[src/rtl/fft_stream_pkg.sv]
// Shared types and defaults for the FFT output stream collector.
package fft_stream_pkg;

  localparam int unsigned DEF_DW     = 16;
  localparam int unsigned DEF_EW     = 6;
  localparam int unsigned DEF_OW     = 32;
  // Three pipeline stages in flight plus one word the core may still deliver after dav drops.
  localparam int unsigned DAV_MARGIN = 4;

  typedef struct packed {
    logic              sop;
    logic              eop;
    logic [DEF_EW-1:0] blk_exp;
    logic [DEF_OW-1:0] mag;
  } fifo_word_t;

  typedef enum logic {
    StIdle,
    StInFrame
  } frame_state_e;

endpackage

[src/rtl/fft_mag_fifo.sv]
// Synchronous show-ahead FIFO; a write into a full FIFO is taken only alongside a read.
module fft_mag_fifo #(
  parameter int unsigned Width = 8,
  parameter int unsigned Depth = 16
) (
  input  logic                     clk,
  input  logic                     reset,
  input  logic                     wr_en,
  input  logic [Width-1:0]         wr_data,
  input  logic                     rd_en,
  output logic [Width-1:0]         rd_data,
  output logic                     full,
  output logic                     empty,
  output logic [$clog2(Depth):0]   free
);

  localparam int unsigned AW = $clog2(Depth);

  logic [Width-1:0] mem_q [Depth];
  logic [AW-1:0]    wr_ptr_q, rd_ptr_q;
  logic [AW:0]      count_q;
  logic             push, pop;

  assign full    = (count_q == (AW+1)'(Depth));
  assign empty   = (count_q == '0);
  assign free    = (AW+1)'(Depth) - count_q;
  assign pop     = rd_en & ~empty;
  assign push    = wr_en & (~full | pop);
  assign rd_data = mem_q[rd_ptr_q];

  // Storage array, no reset needed: contents are only visible through count_q.
  always_ff @(posedge clk) begin
    if (push) mem_q[wr_ptr_q] <= wr_data;
  end

  // Pointers and occupancy.
  always_ff @(posedge clk or negedge reset) begin
    if (!reset) begin
      wr_ptr_q <= '0;
      rd_ptr_q <= '0;
      count_q  <= '0;
    end else begin
      if (push) wr_ptr_q <= wr_ptr_q + AW'(1);
      if (pop)  rd_ptr_q <= rd_ptr_q + AW'(1);
      if (push && !pop)      count_q <= count_q + (AW+1)'(1);
      else if (pop && !push) count_q <= count_q - (AW+1)'(1);
    end
  end

endmodule

[src/rtl/fft_mag_collector.sv]
// FFT master_source receiver: framing check, squared magnitude pipeline, output FIFO, dav throttle.
module fft_mag_collector
  import fft_stream_pkg::*;
#(
  parameter int unsigned FFT_LEN = 1024,
  parameter int unsigned DW      = DEF_DW,
  parameter int unsigned EW      = DEF_EW,
  parameter int unsigned OW      = DEF_OW,
  parameter int unsigned DEPTH   = 16
) (
  input  logic          clk,
  input  logic          reset,
  input  logic          master_source_ena,
  input  logic          master_source_sop,
  input  logic          master_source_eop,
  input  logic [DW-1:0] fft_real_out,
  input  logic [DW-1:0] fft_imag_out,
  input  logic [EW-1:0] exponent_out,
  output logic          master_source_dav,
  output logic [OW-1:0] mag_data,
  output logic [EW-1:0] mag_exp,
  output logic          mag_sop,
  output logic          mag_eop,
  output logic          mag_valid,
  input  logic          mag_ready,
  output logic          frame_err,
  output logic          overflow,
  output logic [15:0]   frame_count
);

  localparam int unsigned CW  = $clog2(FFT_LEN);
  localparam int unsigned SW  = 2 * DW + 1;
  localparam int unsigned FW  = OW + EW + 2;
  localparam int unsigned AW1 = $clog2(DEPTH) + 1;
  localparam logic [CW-1:0] LastBin = CW'(FFT_LEN - 1);

  frame_state_e  state_q, state_d;
  logic [CW-1:0] cnt_q, cnt_d;
  logic          accept, err_d, done;
  logic [EW-1:0] blk_exp_q;
  logic          frame_err_q, overflow_q, dav_q;
  logic [15:0]   frame_count_q;

  logic                 s1_valid_q, s1_sop_q, s1_eop_q;
  logic signed [DW-1:0] s1_re_q, s1_im_q;
  logic [EW-1:0]        s1_exp_q;
  logic                 s2_valid_q, s2_sop_q, s2_eop_q;
  logic [2*DW-1:0]      s2_re2_q, s2_im2_q;
  logic [EW-1:0]        s2_exp_q;
  logic                 s3_valid_q, s3_sop_q, s3_eop_q;
  logic [OW-1:0]        s3_mag_q;
  logic [EW-1:0]        s3_exp_q;

  logic signed [2*DW-1:0] re_ext, im_ext;
  logic [SW-1:0]          sum;
  logic [OW-1:0]          mag_d;
  logic [FW-1:0]          head;
  logic                   full, empty, pop, push_ok;
  logic [AW1-1:0]         free, free_nxt;

  // Framing decision for the word presented this cycle.
  always_comb begin
    state_d = state_q;
    cnt_d   = cnt_q;
    accept  = 1'b0;
    err_d   = 1'b0;
    done    = 1'b0;
    if (master_source_ena) begin
      case (state_q)
        StIdle: begin
          if (master_source_sop && !master_source_eop) begin
            state_d = StInFrame;
            cnt_d   = CW'(1);
            accept  = 1'b1;
          end else begin
            err_d = 1'b1;
          end
        end
        StInFrame: begin
          if (master_source_sop) begin
            // Early sop restarts the frame; the word becomes bin 0 of the new frame.
            err_d  = 1'b1;
            cnt_d  = CW'(1);
            accept = 1'b1;
          end else if (master_source_eop) begin
            state_d = StIdle;
            accept  = 1'b1;
            if (cnt_q == LastBin) done  = 1'b1;
            else                  err_d = 1'b1;
          end else if (cnt_q == LastBin) begin
            err_d   = 1'b1;
            state_d = StIdle;
          end else begin
            cnt_d  = cnt_q + CW'(1);
            accept = 1'b1;
          end
        end
        default: state_d = StIdle;
      endcase
    end
  end

  // Framing state, frame exponent and status flags.
  always_ff @(posedge clk or negedge reset) begin
    if (!reset) begin
      state_q       <= StIdle;
      cnt_q         <= '0;
      blk_exp_q     <= '0;
      frame_err_q   <= 1'b0;
      frame_count_q <= '0;
    end else begin
      state_q     <= state_d;
      cnt_q       <= cnt_d;
      frame_err_q <= err_d;
      if (accept && master_source_sop) blk_exp_q <= exponent_out;
      if (done) frame_count_q <= frame_count_q + 16'd1;
    end
  end

  assign re_ext = (2*DW)'(s1_re_q);
  assign im_ext = (2*DW)'(s1_im_q);
  assign sum    = SW'(s2_re2_q) + SW'(s2_im2_q);
  // Only the full-scale negative corner reaches 2^(OW-1); it is clamped to all-ones.
  assign mag_d  = (|(sum >> (OW - 1))) ? '1 : OW'(sum);

  // Three-stage squarer pipeline: capture, square, sum and clamp.
  always_ff @(posedge clk or negedge reset) begin
    if (!reset) begin
      s1_valid_q <= 1'b0;
      s1_sop_q   <= 1'b0;
      s1_eop_q   <= 1'b0;
      s1_re_q    <= '0;
      s1_im_q    <= '0;
      s1_exp_q   <= '0;
      s2_valid_q <= 1'b0;
      s2_sop_q   <= 1'b0;
      s2_eop_q   <= 1'b0;
      s2_re2_q   <= '0;
      s2_im2_q   <= '0;
      s2_exp_q   <= '0;
      s3_valid_q <= 1'b0;
      s3_sop_q   <= 1'b0;
      s3_eop_q   <= 1'b0;
      s3_mag_q   <= '0;
      s3_exp_q   <= '0;
    end else begin
      s1_valid_q <= accept;
      if (accept) begin
        s1_sop_q <= master_source_sop;
        s1_eop_q <= master_source_eop;
        s1_re_q  <= fft_real_out;
        s1_im_q  <= fft_imag_out;
        s1_exp_q <= master_source_sop ? exponent_out : blk_exp_q;
      end
      s2_valid_q <= s1_valid_q;
      s2_sop_q   <= s1_sop_q;
      s2_eop_q   <= s1_eop_q;
      s2_re2_q   <= re_ext * re_ext;
      s2_im2_q   <= im_ext * im_ext;
      s2_exp_q   <= s1_exp_q;
      s3_valid_q <= s2_valid_q;
      s3_sop_q   <= s2_sop_q;
      s3_eop_q   <= s2_eop_q;
      s3_mag_q   <= mag_d;
      s3_exp_q   <= s2_exp_q;
    end
  end

  fft_mag_fifo #(
    .Width (FW),
    .Depth (DEPTH)
  ) u_fifo (
    .clk     (clk),
    .reset   (reset),
    .wr_en   (s3_valid_q),
    .wr_data ({s3_sop_q, s3_eop_q, s3_exp_q, s3_mag_q}),
    .rd_en   (pop),
    .rd_data (head),
    .full    (full),
    .empty   (empty),
    .free    (free)
  );

  assign pop      = ~empty & mag_ready;
  assign push_ok  = s3_valid_q & (~full | pop);
  assign free_nxt = free - AW1'(push_ok) + AW1'(pop);

  // dav follows the post-edge free count; overflow latches any word the FIFO refused.
  always_ff @(posedge clk or negedge reset) begin
    if (!reset) begin
      dav_q      <= 1'b0;
      overflow_q <= 1'b0;
    end else begin
      dav_q <= (free_nxt >= AW1'(DAV_MARGIN));
      if (s3_valid_q && full && !pop) overflow_q <= 1'b1;
    end
  end

  assign master_source_dav = dav_q;
  assign mag_valid         = ~empty;
  assign mag_data          = empty ? '0 : head[OW-1:0];
  assign mag_exp           = empty ? '0 : head[OW+EW-1:OW];
  assign mag_eop           = ~empty & head[OW+EW];
  assign mag_sop           = ~empty & head[OW+EW+1];
  assign frame_err         = frame_err_q;
  assign overflow          = overflow_q;
  assign frame_count       = frame_count_q;

endmodule

[config.mk]
export PLATFORM = sky130hd
export DESIGN_NAME = fft_mag_collector
export DESIGN_NICKNAME = d
export VERILOG_FILES = /design/src/rtl/fft_stream_pkg.sv /design/src/rtl/fft_mag_fifo.sv /design/src/rtl/fft_mag_collector.sv
export SDC_FILE = /design/constraint.sdc
export NUM_CORES = 2
export LEC_CHECK = 0
export ABC_CLOCK_PERIOD_IN_PS = 8600
export CAP_MARGIN = 20
export CORE_MARGIN = 2
export CORE_UTILIZATION = 64
export CTS_CLUSTER_DIAMETER = 30
export CTS_CLUSTER_SIZE = 20
export DETAILED_ROUTE_END_ITERATION = 8
export GPL_ROUTABILITY_DRIVEN = 1
export HOLD_SLACK_MARGIN = 0.08
export PLACE_DENSITY = 0.82
export SLEW_MARGIN = 40
export SYNTH_ARGS = -nofsm -noshare
export SYNTH_HDL_FRONTEND = slang
export SYNTH_SLANG_ARGS = --single-unit
[constraint.sdc]
create_clock -name clk -period 8.6 [get_ports clk]
set_input_delay 0.86 -clock clk [delete_from_list [all_inputs] [get_ports clk]]
set_output_delay 0.86 -clock clk [all_outputs]
set_load 0.005 [all_outputs]
; ---- Word-level counts from Yosys, hierarchy flattened
; Memories as Yosys holds them, arrays and structs flattened.
; Index checks and enable logic that the tools add are counted.
[word_totals]
regBits = 204
latch_bits = 0
ramBits = 640
rom_bits = 0
elab_cells = 103
mem_count = 1
[classes]
addsub = 10
n_mul = 2
div_mod_pow = 0
order_cmp = 1
n_eq_ne = 5
n_shift = 0
mux = 32
n_bitwise = 11
reduce_logical = 14
[memory_table]
columns = name, words, word_bits, read_ports, rd_clocked_by_memory_dff, wr, line_no
row1 = u_fifo.mem_q, 16, 40, 1, 0, 1, fft_mag_fifo.sv:19  ; logic [Width-1:0] mem_q [Depth];
[ops]
columns = op, n
row1 = 16-bit by 16-bit multiplier with 32-bit output, 2
row2 = 32-bit two-way mux, 2
row3 = 10-bit two-way mux, 4
row4 = 32-bit by 32-bit adder with 33-bit output, 1
row5 = 10-bit one-hot mux with 2 select lines, 1
row6 = 1-bit two-way mux, 18
row7 = "16-bit by 1-bit adder with 16-bit output, second input constant", 1
row8 = 6-bit two-way mux, 2
row9 = "10-bit by 1-bit adder with 10-bit output, second input constant", 1
row10 = "10-bit equality test, second input constant", 1
row11 = 5-bit two-way mux, 2
row12 = "4-bit by 1-bit adder with 4-bit output, second input constant", 2
row13 = 1-bit AND, 6
row14 = 1-bit logical AND, 6
row15 = "3-bit inequality test, second input constant", 2
row16 = 1-bit one-hot mux with 2 select lines, 3
row17 = 5-bit by 1-bit adder with 5-bit output, 1
row18 = "5-bit by 1-bit adder with 5-bit output, second input constant", 1
row19 = "5-bit equality test, second input constant", 1
row20 = "5-bit by 3-bit greater-or-equal comparator with 1-bit output, second input constant", 1
row21 = 5-bit logical NOT, 1
row22 = 5-bit by 1-bit subtractor with 5-bit output, 1
row23 = "5-bit by 1-bit subtractor with 5-bit output, second input constant", 1
row24 = "5-bit subtractor, first input constant", 1
row25 = 7 further kinds, 13

; ---- Longest topological paths before layout
[depth]
depth_word = 10
ltp_mapped = 24

; ---- Hierarchy
; A second synthesis with hierarchy kept.
[hier_totals]
cells_unflattened = 3753
hier_area_um2 = 50657.3
[by_module_without_submodules]
columns = mod, n_inst, cells_per_inst, area_per_inst_um2
row1 = fft_mag_collector, 1, 2669, 25645.8
row2 = fft_mag_fifo, 1, 1084, 25011.5

; ---- Least setup slack after synthesis
; Ideal clock, no wire load.
[synth_timing]
path_kind = register to register
startpoint = reg s1_im_q[15]
endpoint = reg s2_im2_q[30]
arrival_ns = 6.203
required_ns = 8.484
setup_slack_ns = 2.282
path_stages_with_launch = 20
path_buffers = 2
cell_sequence = dfrtp_1 -> clkbuf_1 -> buf_1 -> nand2_1 -> fa_1 -> inv_1 -> fa_1 -> fa_1 -> fa_1 -> fa_1 -> inv_1 -> fa_1 -> inv_1 -> ha_1 -> nand3_1 -> or3b_2 -> nor4_1 -> nor3_1 -> or3_1 -> o311ai_0
[synth_via]
elab_chain_cells = 1
[synth_rtl]
columns = item, line_no
row1 = from (decl), fft_mag_collector.sv:45  ; logic signed [DW-1:0] s1_re_q, s1_im_q;
row2 = from (signal assigned), fft_mag_collector.sv:152  ; s1_im_q <= fft_imag_out;
row3 = 16-bit by 16-bit multiplier with 32-bit output, fft_mag_collector.sv:159  ; s2_im2_q <= im_ext * im_ext;
row4 = to (signal assigned), fft_mag_collector.sv:159
row5 = to (decl), fft_mag_collector.sv:48  ; logic [2*DW-1:0] s2_re2_q, s2_im2_q;
; No other way between the ends.
; A chain may end at the register's enable or synchronous reset.

; ---- Worst setup path in the final report
[layout_timing]
startpoint = reg s1_im_q[3]
endpoint = reg s2_im2_q[30]
; Same word-level chain as after synthesis.

==> metrics.cfg <==
[global_route]
grt_antenna_before_repair=4
grt_max_degree=86
grt_overflow_total=0
grt_first_pass_wirelength_um=191000
grt_pass1_vias=32700
grt_usage=0.316

[synth]
synth_flop_cell=edfxtp_1
synthArstFlopShare=0.240
syn_area_um2=50400
yosysSeqAreaShare=0.481
synth_fp_nets=4390
synth_simple_gate_area_frac=0.0633
synthAdderAreaFrac=0.244
synthTopCellsByArea=edfxtp_1, fa_1, dfrtp_1, mux4_2, ha_1
yosysMostFrequentCell=inv_1
synthMuxAreaShare=0.0923
syn_avg_cell_area_um2=13.8
synth_edf_count=640
synth_commonest_cells=inv_1, edfxtp_1, fa_1
synth-compound-area-share=0.0365
synth.top_cell.area_share=0.381
ys_seq_elements=842
synth_xor_area_frac=0.0236
synth_top_family_by_area=adder cells
yosys.area.top_type=edfxtp_1
synth_cells=3644
yosys_warnings=0
synth_cell_types=72

[placed_design]
finalWeightedCongestion=0.894
port_buffers=103
hpwlAfterDp_um=74200

[cells_and_area]
syn_to_final_growth_pct=13.8
nNetsFinal=4546
drive_gt1_frac=0.131
seq_area_um2=24300
fillers=4544
multi_input_area_um2=23300

[critical_path]
cp.required_ns=9.16
critical_path.max_fanout=14
cp-end-kind=flip-flop
critPathKind=flip-flop to flip-flop
reg2reg_depth=17
crit_path_start_kind=flip-flop
arrival_ns=7.65

[floorplan]
start_util=0.649
die_w_um=285
fp.coreArea_um2=77700
ios=104
rows=102
die_h_um=285
die-area_um2=81100

[sta]
setup_tns_ns=0
max_freq_mhz=141
setup_viol=0
min_period_ns=7.09
finalClockSkew_ns=0.0485
tightest_slew_ns=0.886
slew_viol_final=0
slew_headroom=0.409
finalCritPeriodShare=0.824
rsz0062_at_grt=no
hold_viol=0

[route]
vias=30200
drc_errors=0
routed_wl_um=123000
antenna_left=0
viasPerCell=6.10
first_pass_iters=7
wire_per_inst_um=24.9
drt_iter0_drc=2794

[clock_network]
h-tree-depth=4
cts_tree=done
cts-root-buf=clkbuf_16
numCtsBuffers=130
clkTransAtPathRegs_ns=0.05
cts.sinks=842
clk_path_buf_depth=3
clock_latency_ns=0.73
cts_resized=0

[min_path]
hold_path_depth=0
hold_class=flip-flop to flip-flop

[flow_run]
drv_cap=0

[run_status]
outcome=completed

## repair_timing
item | in CTS | in global routing
hold buffers | 0 | 1
buffers inserted | 0 | 0
hold endpoints to repair | 0 | 27
## final cells by class
class / count / share of cell area
repair buffers: 140 / 0.0250
clock inverters: 81 / 0.0192
clock buffers: 154 / 0.0599
diodes: 2 / 0.0000872
flip-flops and latches: 842 / 0.423
inverters: 674 / 0.0441
multi-input cells: 2012 / 0.406
well taps: 1040 / 0.0227
## stage by stage
| stage | utilization | area, um2 | hold slack [ns] | setup WS [ns] | std cells |
|---|---|---|---|---|---|
| after global routing | 0.739 | 57400 | 0.339 | 1.05 | 4943 |
| after floorplan | - | 50400 | 0.331 | 2.28 | 3644 |
| after global placement | 0.678 | 52700 | 0.334 | 1.82 | 4699 |
| after detailed placement | 0.679 | 52800 | 0.335 | 1.56 | 4705 |
| final | 0.739 | 57400 | 0.332 | 1.51 | 4945 |
| after CTS | 0.738 | 57300 | 0.198 | 1.52 | 4940 |
## state kept, by name, indices dropped and copies added (netlist names), 4 cells and up
register and count:
s2_exp_q 6, u_fifo.count_q 5, u_fifo.rd_ptr_q 4, cnt_q 10
s2_re2_q 31, u_fifo.mem_q 640, frame_count 16, s3_mag_q 32
s1_im_q 16, s1_exp_q 6, s1_re_q 16, u_fifo.wr_ptr_q 4
s3_exp_q 6, blk_exp_q 6, s2_im2_q 31
## worst paths after layout
| kind | startpoint | to | slack, ns |
|---|---|---|---|
| min reg2reg | s2_exp_q[5] | s3_exp_q[5] | 0.33 |
| min in group asynchronous | reset | u_fifo.rd_ptr_q[1] | 0.63 |
| max reg2reg | s1_im_q[3] | s2_im2_q[30] | 1.51 |
| max in group asynchronous | reset | s1_re_q[14] | 6.47 |
| min | s2_exp_q[5] | s3_exp_q[5] | 0.33 |
| max | s1_im_q[3] | s2_im2_q[30] | 1.51 |
## cells in the final DEF (no fill, tap or decap), drive strengths merged, types with 44 or more instances in the layout
master         Yosys  routed
clkinv             7      44
o21ai             68      68
nor2             146     146
edfxtp           640     640
fa               470     470
clkbuf           100     154
inv              667     684
ha               232     232
clkdlybuf4s50      0     102
xnor2            101     101
a21oi             60      60
and2             109     109
dfrtp            202     202
nand2            273     273
mux4             200     200
## cells by family after synthesis
| logic type | Yosys count |
|---|---|
| DFF | 842 |
| buffers and inverters | 790 |
| adders and majority gates | 702 |
| and+or+nand+nor | 689 |
| AOI/OAI and AO/OA | 271 |
| muxes | 214 |
| xor gates and xnor gates | 136 |
## routing by layer
layer,part of all wire,vias to the layer above,wire [um],track usage
met2,0.52,1576,64100,0.544
met4,0.051,2,6230,0.146
met3,0.073,401,9030,0.0590
met5,0.000081,-,10,0
li1,-,12700,-,-
met1,0.36,15500,43700,0.390
## worst max-delay path: stages, from the launching register on
cell	delay (ns)
dfrtp_1	0.66
clkinv_1	0.48
nor2_1	0.24
fa_1	0.58
fa_1	0.90
fa_1	0.53
fa_1	0.51
fa_1	0.50
inv_1	0.05
fa_1	0.47
inv_1	0.04
ha_1	0.34
nand3_1	0.16
or3b_2	0.51
nor4_1	0.37
nor3_1	0.13
or3_1	0.38
o311ai_0	0.10
Power is not shown: default switching activity piles up to over one toggle a cycle in this logic, so the estimate is an artifact.
